==> src/rtl/hfrv_uart_rx.sv <==
// 8N1 UART receiver: mid-bit sampling with a runtime divisor, start/stop validation,
// and a show-ahead receive FIFO with framing and overrun reporting.
module hfrv_uart_rx #(
  parameter int DIV_W      = 16,
  parameter int FIFO_DEPTH = 4
) (
  input  logic             clk,
  input  logic             reset_n,
  input  logic [DIV_W-1:0] div_i,
  input  logic             rxd_i,
  output logic [7:0]       data_o,
  output logic             valid_o,
  input  logic             ready_i,
  output logic             frame_err_o,
  output logic             overrun_o,
  input  logic             clear_i,
  output logic             busy_o
);
  localparam int AW = $clog2(FIFO_DEPTH);

  typedef enum logic [2:0] {IDLE, START, DATA, STOP, WAIT_IDLE} state_t;

  state_t           state, state_n;
  logic [DIV_W-1:0] cnt, cnt_n, div_q, div_n, div_eff;
  logic [2:0]       bitn, bitn_n;
  logic [7:0]       shreg, shreg_n;
  logic             push, ferr_n, ferr_q;
  logic             rx_m, rxs, rxs_d, armed, fall;
  logic [1:0]       warm;

  // armed only after rxs has carried a real high sample, so a line held low
  // across reset release is not mistaken for a start bit
  always_ff @(posedge clk or negedge reset_n) begin
    if (!reset_n) begin
      rx_m  <= 1'b1;
      rxs   <= 1'b1;
      rxs_d <= 1'b1;
      warm  <= 2'b00;
      armed <= 1'b0;
    end else begin
      rx_m  <= rxd_i;
      rxs   <= rx_m;
      rxs_d <= rxs;
      warm  <= {warm[0], 1'b1};
      if (warm[1] && rxs) armed <= 1'b1;
    end
  end

  assign fall    = armed & rxs_d & ~rxs;
  assign div_eff = (div_i < DIV_W'(4)) ? DIV_W'(4) : div_i;

  always_ff @(posedge clk or negedge reset_n) begin
    if (!reset_n) begin
      state  <= IDLE;
      cnt    <= '0;
      div_q  <= '0;
      bitn   <= '0;
      shreg  <= '0;
      ferr_q <= 1'b0;
    end else begin
      state  <= state_n;
      cnt    <= cnt_n;
      div_q  <= div_n;
      bitn   <= bitn_n;
      shreg  <= shreg_n;
      ferr_q <= ferr_n;
    end
  end

  always_comb begin
    state_n = state;
    cnt_n   = cnt;
    div_n   = div_q;
    bitn_n  = bitn;
    shreg_n = shreg;
    push    = 1'b0;
    ferr_n  = 1'b0;
    case (state)
      IDLE: if (fall) begin
        div_n   = div_eff;
        cnt_n   = (div_eff >> 1) - 1'b1;
        state_n = START;
      end
      START: begin
        if (cnt != '0) cnt_n = cnt - 1'b1;
        else if (!rxs) begin
          cnt_n   = div_q - 1'b1;
          bitn_n  = '0;
          state_n = DATA;
        end else state_n = IDLE;
      end
      DATA: begin
        if (cnt != '0) cnt_n = cnt - 1'b1;
        else begin
          shreg_n = {rxs, shreg[7:1]};
          cnt_n   = div_q - 1'b1;
          bitn_n  = bitn + 1'b1;
          if (bitn == 3'd7) state_n = STOP;
        end
      end
      STOP: begin
        if (cnt != '0) cnt_n = cnt - 1'b1;
        else if (rxs) begin
          push    = 1'b1;
          state_n = IDLE;
        end else begin
          ferr_n  = 1'b1;
          state_n = WAIT_IDLE;
        end
      end
      WAIT_IDLE: if (rxs) state_n = IDLE;
      default: state_n = IDLE;
    endcase
  end

  assign busy_o      = (state != IDLE);
  assign frame_err_o = ferr_q;

  // receive FIFO; data_o is a registered copy of the next head
  logic [7:0]  mem [FIFO_DEPTH];
  logic [AW:0] wptr, rptr, wptr_n, rptr_n, count;
  logic        empty, full, pop, push_ok;
  logic [7:0]  head_n;

  assign count   = wptr - rptr;
  assign empty   = (wptr == rptr);
  assign full    = (count == (AW+1)'(FIFO_DEPTH));
  assign pop     = ~empty & ready_i;
  assign push_ok = push & (~full | pop);
  assign rptr_n  = rptr + (AW+1)'(pop);
  assign wptr_n  = wptr + (AW+1)'(push_ok);
  assign head_n  = (push_ok && rptr_n == wptr) ? shreg : mem[rptr_n[AW-1:0]];
  assign valid_o = ~empty;

  always_ff @(posedge clk) begin
    if (push_ok) mem[wptr[AW-1:0]] <= shreg;
  end

  always_ff @(posedge clk or negedge reset_n) begin
    if (!reset_n) begin
      wptr      <= '0;
      rptr      <= '0;
      data_o    <= '0;
      overrun_o <= 1'b0;
    end else begin
      wptr <= wptr_n;
      rptr <= rptr_n;
      if (wptr_n != rptr_n) data_o <= head_n;
      if (push & full & ~pop) overrun_o <= 1'b1;
      else if (clear_i)       overrun_o <= 1'b0;
    end
  end
endmodule

==> config.mk <==
export PLATFORM = sky130hd
export DESIGN_NAME = hfrv_uart_rx
export DESIGN_NICKNAME = d
export VERILOG_FILES = /design/src/rtl/hfrv_uart_rx.sv
export SDC_FILE = /design/constraint.sdc
export NUM_CORES = 1
export LEC_CHECK = 0
export ABC_AREA = 0
export CORE_ASPECT_RATIO = 0.5
export CORE_MARGIN = 10
export CORE_UTILIZATION = 50
export CTS_CLUSTER_DIAMETER = 80
export DETAILED_ROUTE_END_ITERATION = 16
export GPL_ROUTABILITY_DRIVEN = 0
export PLACE_DENSITY = 0.77
export SLEW_MARGIN = 0
export SYNTH_ARGS = -nofsm -noshare
export SYNTH_HDL_FRONTEND = slang
export SYNTH_SLANG_ARGS = --single-unit
==> constraint.sdc <==
create_clock -name clk -period 3.37 [get_ports clk]
set_input_delay 0.674 -clock clk [delete_from_list [all_inputs] [get_ports clk]]
set_output_delay 0.674 -clock clk [all_outputs]
set_load 0.05 [all_outputs]
Word level (Yosys, flattened, before mapping)
Memory sizes are Yosys's and may differ from the RTL's.
Index checks and enable logic that the tools add are counted.
{"block": "op_classes", "add_sub_neg": 7, "multipliers": 0, "div": 0, "order_cmp": 1, "n_eq_ne": 18, "shifts": 0, "n_mux": 31, "bitwise": 12, "n_reduce_logical": 13}
{"op": "two-way mux 16 bit", "n": 6}
{"op": "one-hot mux 16 bit (4 select lines)", "n": 1}
{"op": "subtractor 16 x 1 -> 16 bit (second input constant)", "n": 2}
{"op": "two-way mux 3 bit", "n": 10}
{"op": "< comparator 16 x 3 -> 1 bit (second input constant)", "n": 1}
{"op": "inequality test 2 bit (second input constant)", "n": 8}
{"op": "nonzero test 16 bit", "n": 1}
{"op": "subtractor 15 x 1 -> 16 bit (second input constant)", "n": 1}
{"op": "one-hot mux 3 bit (5 select lines)", "n": 1}
{"op": "two-way mux 1 bit", "n": 10}
{"op": "== test 3 bit (second input constant)", "n": 3}
{"op": "two-way mux 8 bit", "n": 1}
{"op": "AND reduction 4 bit", "n": 2}
{"op": "adder 3 x 1 -> 3 bit", "n": 2}
{"op": "AND 1 bit", "n": 6}
{"op": "== test 3 x 2 -> 1 bit (second input constant)", "n": 2}
{"op": "== test 3 bit", "n": 2}
{"op": "one-hot mux 3 bit (2 select lines)", "n": 1}
{"op": "AND reduction 6 bit", "n": 1}
{"op": "NOT 1 bit", "n": 5}
{"op": "AND reduction 2 bit", "n": 2}
{"op": "nonzero test 2 bit", "n": 2}
{"op": "nonzero test 4 bit", "n": 1}
{"op": "adder 3 x 1 -> 3 bit (second input constant)", "n": 1}
{"op": "9 further kinds", "n": 10}
{"block": "word_totals", "register_bits": 68, "latch_bits": 0, "ramBits": 32, "rom_bits": 0, "input_bits": 21, "output_inout_bits": 12, "mem_count": 1}
{"memory": "mem", "words": 4, "width": 8, "rd": 1, "rd_clocked_by_memory_dff": 0, "write_ports": 1, "line_no": "120", "rtl": "logic [7:0] mem [FIFO_DEPTH];"}

Logic depth before layout (Yosys ltp)
Gate-level depths: netlist of the first run.
{"block": "depth", "word_depth": 7, "ltp_mapped": 15}

Worst setup path before layout of the first run
OpenSTA, ideal clock, no wires.
{"block": "synth_path", "path_type": "reg2reg", "start": "reg wptr[0]", "end": "reg data_o[0]", "setup_time_ps": 137, "arrival_time_ps": 3257, "slack_ps": -24, "path_stages_with_launch": 13, "synth_period_minus_slack_ps": 3394, "path_cell_list": "dfrtp_1 -> inv_1 -> ha_1 -> nand3_1 -> and2_1 -> ha_1 -> clkbuf_1 -> xnor2_1 -> nand3_1 -> nor4b_1 -> buf_2 -> mux2i_1 -> a21oi_1"}
{"block": "synth_between", "elab_chain_len": 7}
{"element": "start: declaration", "line_no": "121", "rtl": "logic [AW:0] wptr, rptr, wptr_n, rptr_n, count;"}
{"element": "start signal: assignment", "line_no": "146", "rtl": "wptr <= wptr_n;"}
{"element": "== test 3 bit *", "line_no": "126", "rtl": "assign empty = (wptr == rptr);"}
{"element": "NOT 1 bit *"}
{"element": "named net valid_o", "line_no": "12", "rtl": "output logic valid_o,"}
{"element": "AND 1 bit *", "line_no": "128", "rtl": "assign pop = ~empty & ready_i;"}
{"element": "adder 3 x 1 -> 3 bit *", "line_no": "130", "rtl": "assign rptr_n = rptr + (AW+1)'(pop);"}
{"element": "named net rptr_n[0]", "line_no": "121"}
{"element": "branches (longest 3 deep; another with memory (4 x 8 bit))"}
{"element": "end signal: assignment", "line_no": "148", "rtl": "if (wptr_n != rptr_n) data_o <= head_n;"}
{"element": "end: declaration", "line_no": "11", "rtl": "output logic [7:0] data_o,"}
Mark *: on every way through the listed nets, which the timed path passes.
A chain may end at the register's enable or synchronous reset.

Final worst setup path of the first run
{"block": "layout_path", "start": "in div_i[10]", "end": "reg cnt[14]"}
{"block": "layout_between", "elab_chain_len": 5}
{"element": "start: declaration", "line_no": "9", "rtl": "input logic [DIV_W-1:0] div_i,"}
{"element": "< comparator 16 x 3 -> 1 bit", "line_no": "50", "rtl": "assign div_eff = (div_i < DIV_W'(4)) ? DIV_W'(4) : div_i;"}
{"element": "two-way mux 16 bit *", "line_no": "50"}
{"element": "subtractor 15 x 1 -> 16 bit *", "line_no": "81", "rtl": "cnt_n = (div_eff >> 1) - 1'b1;"}
{"element": "two-way mux 16 bit *", "line_no": "79", "rtl": "IDLE: if (fall) begin"}
{"element": "one-hot mux 16 bit (4 select lines) *", "line_no": "78", "rtl": "case (state)"}
{"element": "end signal: assignment", "line_no": "62", "rtl": "cnt <= cnt_n;"}
{"element": "end: declaration", "line_no": "24", "rtl": "logic [DIV_W-1:0] cnt, cnt_n, div_q, div_n, div_eff;"}
Mark *: on every way between the ends. The rest lies on a longest branch, timed or not. The select of a mux whose other input is x is not followed.

==> results.md, run 1 <==
* Number of synthesized flops with an enable pin at 32
* DRT Pass-1 Iters at 5
* Worst skew pair latency at 0.35 ns
* Synthesis Warnings at 0
* Worst-path fanout max at 3
* Vias in the first global route at 3696
* Via density at 5.65
* Kind of critical path: input pin to register
* Synth top area cells: dfrtp_1 (31%), edfxtp_1 (19%), mux2_2 (5.0%), mux4_2 (3.5%), xor2_1 (3.4%)
* Critical Path RT at 3.59 ns
* Leakage Power at 0.00241 µW
* Post-CTS Setup Bufs at 0
* Antenna violations before repair at 0
* # diodes at 0
* Final setup margin at 0.228 ns
* CTS Buf Count at 9
* Place WS at -0.481 ns
* Slew headroom at 32.3%
* DPL Wire Length at 7990 µm
* Worst flop-to-flop path endpoint: data_o[7]$_DFFE_PN0P_
* Final WL at 11100 µm
* Max Cap Viol at 0
* Grt ovf at 0
* Ys async rst share at 68.0%
* Commonest non-fill, non-tap cell in the layout: dfrtp_1
* CP Capture Type: register
* Post-route antenna net violation count at 0
* First-pass GRT wire length at 18700 µm
* Cell taking the most area after synthesis: dfrtp_1
* Post-synth top area share at 31.5%
* Setup slack, reg-to-reg at 0.26 ns
* Worst-margin pin slew at 1.02 ns
* WL per Instance at 16.4 µm
* Final core occ at 61.6%
* Clk_skew at 0.00919 ns
* IO Port Bufs at 32
* Iteration-0 DRC Markers at 253
* Die Wd at 164 µm
* Setup crit start kind: input pin
* Number of placement rows at 26
* Sequential area share after synthesis at 51.6%
* WHS Endpoint: warm[1]$_DFF_PN0_
* HP Start: warm[0]$_DFF_PN0_
* WHS Path Cells at 0
* Clock Tree Buf Depth at 2
* Worst R2R Path Depth at 12
* H-tree depth at 3
* Layout cells sized above 1 at 20.7%
* Cells after Synth at 467
* Total track usage at 15.1%
* Most frequent cells in the layout: dfrtp_1 (65), nor2_1 (41), buf_4 (41)
* Worst setup path startpoint: div_i[10]
* Synth Register Bits at 100
* Power, Total at 4370 µW
* Worst Path Arrival at 3.36 ns
* Clock tree sinks at 100
* Fin crit period at 3.14 ns
* Io pins at 33
* Hold Vio Cnt, Final at 0
* Drt drc at 0
* Synth Flop Type: dfrtp_1
* Via Count at 3814
* Final period util at 93.2%
* R2r startpoint: cnt[10]$_DFFE_PN0P_
* Fillers at 830
* Max Transition Viols Final at 0
* Max frequency at 318 MHz
* VDD IR-drop max at 0.000325 V
* CORE AREA at 0.0101 mm²
* Root Driver: clkbuf_16
* NumNets Final at 564
* Starting Density at 50.9%
* Syn Std Cell Area at 0.00517 mm²
* Die H at 91.9 µm
* Clock transition at path regs at 0.07 ns
* Hold/Removal Path Class: register to register
* Status: finished clean
* Final setup vio count at 0
* Die area at 0.0150 mm²
* Synth cell types at 54
* PwrDens at 699 mW/mm²
* Area growth, synth to finish at 21.1%
* Syn Area/Cell at 11.1 µm²
* CTS tree: yes
* Post-synth net total at 501
* Largest net degree at the start of global routing at 47
==> how the worst max path moves through the flow <==
stage	slack, ns	end	cells past startpoint
after CTS	0.01	cnt[14]$_DFFE_PN0P_	12
after floorplan	0.04	cnt[14]$_DFFE_PN0P_	12
after global routing	-0.008	data_o[0]$_DFFE_PN0P_	12
after detailed placement	-0.48	cnt[14]$_DFFE_PN0P_	12
final	0.23	cnt[14]$_DFFE_PN0P_	12
after global placement	-0.42	cnt[14]$_DFFE_PN0P_	12
==> synth_stat cells (4+ instances only) <==
| cell type | number |
|---|---|
| dfrtp_1 | 65 |
| nor2_1 | 41 |
| edfxtp_1 | 32 |
| nand2_1 | 28 |
| o21ai_0 | 27 |
| a21oi_1 | 24 |
| mux2_2 | 23 |
| xor2_1 | 20 |
| clkbuf_1 | 16 |
| xnor2_1 | 16 |
| nor3_1 | 14 |
| ha_1 | 13 |
| o22ai_1 | 13 |
| inv_1 | 12 |
| nand3_1 | 11 |
| nor4_1 | 11 |
| mux2i_1 | 10 |
| a31oi_1 | 9 |
| mux4_2 | 8 |
| or4_1 | 7 |
| or3_1 | 6 |
| and3_1 | 5 |
| buf_2 | 4 |
==> metrics by stage <==
step                hold WS [ns]  cell area, µm²  cells   TNS, ns
finish                     0.356            6260    675         0
global route               0.362            6260    675  -0.00782
CTS                        0.356            6210    675         0
detailed placement         0.339            5890    659    -0.681
global placement           0.331            5890    659    -0.495
floorplan                  0.331            5170    467         0
==> layer usage <==
layer  vias to the layer above  wire, µm  global-route usage (%)
met5                         -         0                       0
met1                      1826      5290                    20.5
met4                         0       121                    3.70
met3                        13       537                    3.35
li1                       1861         -                       -
met2                       114      5110                    24.0
==> cell families (layout without fill, tap and decap cells) <==
family | after synthesis | in the layout | synth area share [%]
simple gates | 151 | 151 | 15.4
flops | 100 | 100 | 51.6
compound gates | 92 | 92 | 10.8
mux | 41 | 41 | 10.4
xor+xnor | 36 | 36 | 6.10
buf+inv | 33 | 101 | 2.49
fa+ha+maj | 13 | 13 | 3.15
other cells | 1 | 1 | 0.0726
==> final cells by class <==
type                       count  area, µm²  share of cell area (%)
clock inverter                 7       83.8                    1.34
timing repair buffer          73        623                    9.96
clock buffer                   9        225                    3.60
sequential                   100       2670                    42.6
multi-input combinational    334       2440                    39.0
tap                          140        175                    2.80
inverter                      12       45.0                   0.720
==> registers in the layout (all words and copies together), names as in the netlist, 2 cells and up <==
signal / count
rptr: 3
div_q: 16
bitn: 3
mem: 32
wptr: 3
warm: 2
state: 3
data_o: 8
cnt: 16
shreg: 8
==> report_power, final <==
group	total (µW)	switching (µW)	internal, µW	leakage [µW]
Clock	1040	504	533	0.000151
Combinational	1530	816	712	0.00116
Sequential	1810	296	1510	0.00109
Total	4370	1620	2760	0.00241
==> worst max-delay path, stage by stage <==
cell             delay [ns]
clkdlybuf4s50_1        0.42
or4_4                  0.56
nor3_4                 0.19
nand2_1                0.10
nand2_1                0.10
ha_1                   0.19
or4b_4                 0.48
nor4_4                 0.15
xnor2_1                0.15
o22ai_1                0.10
a31oi_1                0.15
o21ai_0                0.10
==> timing repair <==
| item | 4_1_cts | 5_1_grt |
|---|---|---|
| hold buffers | 0 | 0 |
| setup endpoints to repair | 1 | 9 |
| endpoints found under the hold margin | 0 | 0 |
| resized for setup | 2 | 8 |
| pin swaps | 0 | 1 |
No activity file was read; power rests on OpenSTA's default activity.
==> run 2: changes to the inputs <==
--- a/config.mk
+++ b/config.mk
@@ -12,7 +12,8 @@
 export CTS_CLUSTER_DIAMETER = 80
 export DETAILED_ROUTE_END_ITERATION = 16
 export GPL_ROUTABILITY_DRIVEN = 0
-export PLACE_DENSITY = 0.77
+export GPL_TIMING_DRIVEN = 0
+export PLACE_DENSITY = 0.72
 export SLEW_MARGIN = 0
 export SYNTH_ARGS = -nofsm -noshare
 export SYNTH_HDL_FRONTEND = slang
==> constraint.sdc (replaced) <==
create_clock -name clk -period 2.6 [get_ports clk]
set_input_delay 0.52 -clock clk [delete_from_list [all_inputs] [get_ports clk]]
set_output_delay 0.52 -clock clk [all_outputs]
set_load 0.05 [all_outputs]
==> run 2 against run 1 <==
  * The flow now finishes with violations (negative setup slack)
  * Sequential power is 32% higher
  * Sequential share of layout area is 2.2 points lower
  * First-iteration DRC count is 7.5% lower
  * Via count increased by 4.0%
  * Hold slack worse by 0.095 ns
  * Die area stayed put
  * Largest cell class is now multi-input gates
==> results.md, run 2 (synthesis results as in run 1) <==
* Status: complete, but fails checks
* Failing checks: negative setup slack
* Final WL at 11800 µm (+6.6%)
* Clock tree sinks at 100 (unchanged)
* Clk_skew at 0.00973 ns (+0.000545 ns)
* Commonest non-fill, non-tap cell in the layout: dfrtp_1
* CP endpoint: data_o[1]$_DFFE_PN0P_
* RSZ-0062 raised after global routing: yes
* Worst R2R Path Depth at 13 (+1)
* H-tree depth at 3 (unchanged)
* Vias in the first global route at 3904 (+5.6%)
* Clock transition at path regs at 0.07 ns (about the same)
* Leakage Power at 0.00247 µW (+2.7%)
* Die H at 91.9 µm (unchanged)
* Fin crit period at 2.87 ns
* IO Port Bufs at 31 (-3.1%)
* Root Driver: clkbuf_16
* VDD IR-drop max at 0.000434 V (+33%)
* WL per Instance at 17.3 µm (+5.3%)
* Via Count at 3965 (+4.0%)
* Final core occ at 65.4% (+3.8 points)
* R2r startpoint: cnt[4]$_DFFE_PN0P_
* Clock Tree Buf Depth at 2 (unchanged)
* Largest net degree at the start of global routing at 69 (+47%)
* Via density at 5.81 (+2.7%)
* Max Cap Viol at 0 (unchanged)
* Grt ovf at 0 (unchanged)
* Worst setup path startpoint: cnt[4]$_DFFE_PN0P_
* Worst Path Arrival at 3.11 ns (-0.25 ns)
* Max reg flops at 32 (unchanged)
* DPL Wire Length at 7950 µm (-0.40%)
* Max frequency at 348 MHz
* Die area at 0.0150 mm² (unchanged)
* Area of the multi-input gates at 0.00279 mm² (+14%)
* Cts hold-fix bufs at 0 (unchanged)
* Io pins at 33 (unchanged)
* Critical Path RT at 2.84 ns (-0.75 ns)
* CTS tree: yes
* # diodes at 0 (unchanged)
* Setup crit start kind: register
* Final setup margin at -0.270 ns (-0.498 ns)
* Starting Density at 50.9% (unchanged)
* Drt drc at 0 (unchanged)
* Worst-margin pin slew at 0.860 ns (-0.156 ns)
* Most frequent cells in the layout: dfrtp_1 (54), nor2_1 (33), edfxtp_1 (32)
* Reg area at 0.00268 mm² (+0.52%)
* Total track usage at 15.7% (+0.68 points)
* Max Transition Viols Final at 0 (unchanged)
* First-pass GRT wire length at 19300 µm (+3.2%)
* Worst flop-to-flop path endpoint: data_o[1]$_DFFE_PN0P_
* CORE AREA at 0.0101 mm² (unchanged)
* Number of placement rows at 26 (unchanged)
* Layout cells sized above 1 at 33.5% (+13 points)
* Final instance area at 0.00664 mm² (+6.1%)
* PwrDens at 926 mW/mm² (+33%)
* Antenna violations before repair at 0 (unchanged)
* Final period util at 110%
* Hold/Removal Path Class: input pin to async pin
* CP Capture Type: register
* Worst-path fanout max at 5 (+2)
* Iteration-0 DRC Markers at 234 (-7.5%)
* Kind of critical path: register to register
* Final setup vio count at 9 (+9)
* CTS Buf Count at 9 (unchanged)
* Hold Vio Cnt, Final at 0 (unchanged)
* Worst skew pair latency at 0.35 ns (about the same)
* Post-route antenna net violation count at 0 (unchanged)
* Die Wd at 164 µm (unchanged)
* DRT Pass-1 Iters at 5 (unchanged)
* NumNets Final at 572 (+1.4%)
* Slew headroom at 42.7% (+10 points)
* DP Area at 0.00584 mm² (-0.91%)
* Setup slack, reg-to-reg at -0.27 ns (-0.53 ns)
* Fillers at 768 (-7.5%)
* Area growth, synth to finish at 28.5%
==> run 2: worst min-delay path by stage <==
stage                            startpoint              endpoint  cells after the start
after global placement    warm[0]$_DFF_PN0_     warm[1]$_DFF_PN0_                      0
after detailed placement  warm[0]$_DFF_PN0_     warm[1]$_DFF_PN0_                      0
after CTS                           reset_n  div_q[7]$_DFFE_PN0P_                      1
after global routing                reset_n  div_q[7]$_DFFE_PN0P_                      1
after floorplan                     reset_n     armed$_DFFE_PN0P_                      0
final                               reset_n  div_q[2]$_DFFE_PN0P_                      1
==> run 2: layout make-up <==
cell class | instances | share of cell area (%)
Tap cell | 140 | 2.64
Inverter | 12 | 0.678
Buffer | 20 | 2.04
Timing Repair Buffer | 61 | 7.88
Clock inverter | 7 | 1.02
Sequential cell | 100 | 40.4
Multi-Input combinational cell | 334 | 42.0
Clock buffer | 9 | 3.39
==> run 2: metrics by stage <==
| stage | instances | setup TNS, ns | hold slack [ns] | worst slack [ns] | total power [µW] |
|---|---|---|---|---|---|
| finish | 683 | -2.16 | 0.262 | -0.270 | 6150 |
| global route | 683 | -3.39 | 0.360 | -0.409 | 6530 |
| CTS | 672 | -2.11 | 0.314 | -0.265 | 5980 |
| detailed placement | 638 | -18.93 | 0.347 | -1.17 | 4440 |
| global placement | 638 | -104.80 | 0.332 | -1.32 | 4380 |
| floorplan | 467 | -1.66 | 0.224 | -0.378 | 3910 |
==> run 2: worst max-delay path: stages, from the launching register on <==
cell,delay (ns)
dfrtp_2,0.43
nor4_4,0.34
and2_4,0.22
nand3_4,0.08
nor3b_4,0.28
ha_2,0.25
ha_4,0.14
xor2_2,0.16
xor2_1,0.08
or3_1,0.37
buf_6,0.15
buf_6,0.12
nor2_2,0.09
a21oi_1,0.04
==> run 2: routing by layer <==
| layer | GRT usage (%) | share of wire [%] | up-vias |
|---|---|---|---|
| met5 | 0 | 0 | - |
| met4 | 5.70 | 1.5 | 0 |
| met3 | 3.57 | 5.8 | 16 |
| met2 | 25.6 | 48 | 111 |
| met1 | 20.2 | 45 | 1958 |
| li1 | - | - | 1880 |
==> run 2: power breakdown <==
| group | leakage (µW) | internal, µW | switching [µW] |
|---|---|---|---|
| Sequential | 0.00108 | 1970 | 414 |
| Combinational | 0.00125 | 1210 | 1240 |
| Clock | 0.000141 | 674 | 630 |
==> run 2: repair_timing <==
item	4_1_cts	5_1_grt
setup buffers	18	11
pin swaps	22	20
setup endpoints to repair	43	34
resized for setup	66	69
gates cloned	1	0
==> run 3: changes to the inputs <==
==> constraint.sdc (replaced) <==
create_clock -name clk -period 2.6 [get_ports clk]
set_input_delay 0.39 -clock clk [delete_from_list [all_inputs] [get_ports clk]]
set_output_delay 0.39 -clock clk [all_outputs]
set_load 0.05 [all_outputs]
==> run 3 against run 2 <==
  * Via count is 0.18% higher
  * Clock power hardly changed
  * Highest routed layer unchanged
  * Power is 0.92% higher
  * Combinational power is 2% higher
  * Register-to-register slack worse by 0.03 ns
  * Critical path depth stayed put
  * Sequential power hardly changed
  * Largest cell class unchanged
  * The flow still finishes with violations (negative setup slack)
  * Count of clock-buffer cells in the layout stayed put
  * Wire length is 0.45% higher
  * Sequential cell count stayed put
  * Worst setup slack worse by 0.025 ns
  * Hold slack worse by 0.14 ns
==> results.md, run 3 (synthesis results as in run 1) <==
* Status: complete, but fails checks
* Failing checks: negative setup slack
* Worst-margin pin slew at 0.854 ns (-0.00591 ns)
* Final period util at 111% (+0.97 points)
* Post-route antenna net violation count at 0 (unchanged)
* Setup crit start kind: register
* Final hold slack at 0.121 ns (-0.140 ns)
* Commonest non-fill, non-tap cell in the layout: dfrtp_1
* Max Transition Viols Final at 0 (unchanged)
* Area growth, synth to finish at 28.2%
* IO Port Bufs at 31 (unchanged)
* Setup TNS Final at -2.22 ns (-0.0603 ns)
* Layout cells sized above 1 at 33.1% (-0.37 points)
* Via Count at 3972 (+0.18%)
* Grt ovf at 0 (unchanged)
* Die H at 91.9 µm (unchanged)
* Drt drc at 0 (unchanged)
* Critical Path RT at 2.84 ns (about the same)
* Antenna violations before repair at 0 (unchanged)
* Starting Density at 50.9% (unchanged)
* Clock transition at path regs at 0.07 ns (about the same)
* Hold/Removal Path Class: input pin to async pin
* Clock Tree Buf Depth at 2 (unchanged)
* Final setup vio count at 9 (unchanged)
* Clock tree sinks at 100 (unchanged)
* NumNets Final at 572 (unchanged)
* Die area at 0.0150 mm² (unchanged)
* CTS Buf Count at 9 (unchanged)
* R2r startpoint: cnt[4]$_DFFE_PN0P_
* Most frequent cells in the layout: dfrtp_1 (54), nor2_1 (33), edfxtp_1 (32)
* Share of total power in the clock network at 21.2% (about the same)
* Vias in the first global route at 3921 (+0.44%)
* Clk_skew at 0.00869 ns (-0.00104 ns)
* Worst R2R Path Depth at 13 (unchanged)
* Final WL at 11800 µm (+0.45%)
* Reg area at 0.00268 mm² (unchanged)
* H-tree depth at 3 (unchanged)
* Slew headroom at 43.1% (+0.39 points)
* Hold Vio Cnt, Final at 0 (unchanged)
* Fin crit period at 2.90 ns (+0.0253 ns)
* Cts hold-fix bufs at 0 (unchanged)
* Worst-path fanout max at 5 (unchanged)
* Area of the multi-input gates at 0.00277 mm² (-0.67%)
* Iteration-0 DRC Markers at 230 (-1.7%)
* Total track usage at 15.8% (+0.019 points)
* CP Capture Type: register
* Worst Path Arrival at 3.13 ns (+0.02 ns)
* CTS tree: yes
* Kind of critical path: register to register
* DRT Pass-1 Iters at 5 (unchanged)
* Leakage Power at 0.00247 µW (about the same)
* Number of placement rows at 26 (unchanged)
* Fillers at 774 (+0.78%)
* Worst flop-to-flop path endpoint: data_o[1]$_DFFE_PN0P_
* Sequential Power Share at 38.5% (-0.3 points)
* Setup slack, reg-to-reg at -0.30 ns (-0.03 ns)
* Switch share at 37.3% (+0.13 points)
* Max frequency at 345 MHz (-0.87%)
* # diodes at 0 (unchanged)
* Logic pwr share at 40.3% (+0.3 points)
* DP Area at 0.00584 mm² (unchanged)
* Io pins at 33 (unchanged)
* Max Cap Viol at 0 (unchanged)
* VDD IR-drop max at 0.000436 V (+0.32%)
* RSZ-0062 raised after global routing: yes
* Worst skew pair latency at 0.36 ns (about the same)
* Final setup margin at -0.295 ns (-0.0253 ns)
* Max reg flops at 32 (unchanged)
* PwrDens at 937 mW/mm² (+1.2%)
* Internal Pwr Total at 3890 µW (+0.72%)
* CORE AREA at 0.0101 mm² (unchanged)
* Die Wd at 164 µm (unchanged)
* WL per Instance at 17.3 µm (+0.45%)
* First-pass GRT wire length at 19300 µm (about the same)
* DPL Wire Length at 7950 µm (unchanged)
* Root Driver: clkbuf_16
* Via density at 5.82 (+0.18%)
* NetSw at 2320 µW (+1.3%)
* Final instance area at 0.00662 mm² (-0.26%)
* Largest net degree at the start of global routing at 69 (unchanged)
-- run 3: area by class of cell --
cell class	instances	area share (%)
Tap cell	140	2.65
Inverter	12	0.680
Sequential cell	100	40.5
Multi-Input combinational cell	334	41.8
Timing Repair Buffer	61	7.92
Clock buffer	9	3.40
Buffer	20	2.04
Clock inverter	7	1.02
-- run 3: per-layer routing --
metal	vias up	wire length (µm)	global-route usage (%)
li1	1879	-	-
met1	1947	5220	20.1
met2	125	5720	25.7
met3	21	690	3.70
met4	0	211	5.70
met5	-	0	0
-- run 3: how the worst max path moves through the flow --
stage	start	end	slack, ns	cells past startpoint
floorplan	div_i[10]	cnt[14]$_DFFE_PN0P_	-0.25	12
global placement	reset_n	data_o[3]$_DFFE_PN0P_	-1.19	1
detailed placement	div_i[10]	cnt[14]$_DFFE_PN0P_	-1.04	13
CTS	wptr[0]$_DFF_PN0_	data_o[3]$_DFFE_PN0P_	-0.26	15
global route	cnt[4]$_DFFE_PN0P_	data_o[6]$_DFFE_PN0P_	-0.42	13
finish	cnt[4]$_DFFE_PN0P_	data_o[1]$_DFFE_PN0P_	-0.30	13
-- run 3: per-stage QoR --
stage | instances | total power, µW | util [%] | setup WS (ns)
2_1_floorplan | 467 | 3910 | - | -0.248
3_3_place_gp | 638 | 4380 | 57.6 | -1.19
3_5_place_dp | 638 | 4440 | 57.5 | -1.04
4_1_cts | 671 | 5980 | 63.4 | -0.265
5_1_grt | 683 | 6580 | 65.2 | -0.416
6_report | 683 | 6200 | 65.2 | -0.295
-- run 3: worst max-delay path, cell delays in order, from the launching register on --
cell	delay (ns)
dfrtp_2	0.43
nor4_4	0.34
and2_4	0.23
nand3_4	0.09
nor3b_4	0.29
ha_2	0.25
ha_4	0.14
xor2_2	0.16
xor2_1	0.08
or3_1	0.37
buf_6	0.15
buf_6	0.12
nor2_2	0.10
a21oi_1	0.04
-- run 3: power groups by stage --
| stage | Sequential (µW) | Combinational (µW) | Clock, µW |
|---|---|---|---|
| after floorplan | 2430 | 1480 | 0 |
| after global placement | 2360 | 2020 | 0 |
| after detailed placement | 2380 | 2060 | 0 |
| after CTS | 2350 | 2290 | 1330 |
| after global routing | 2440 | 2740 | 1400 |
| final | 2390 | 2500 | 1320 |
-- run 3: repair_timing --
| item | in CTS | in global routing |
|---|---|---|
| setup buffers | 17 | 12 |
| gates resized for setup | 61 | 70 |
| pin swaps | 21 | 19 |
| endpoints found under the hold margin | 0 | 0 |
| gates cloned | 1 | 0 |
| setup endpoints to repair | 42 | 33 |
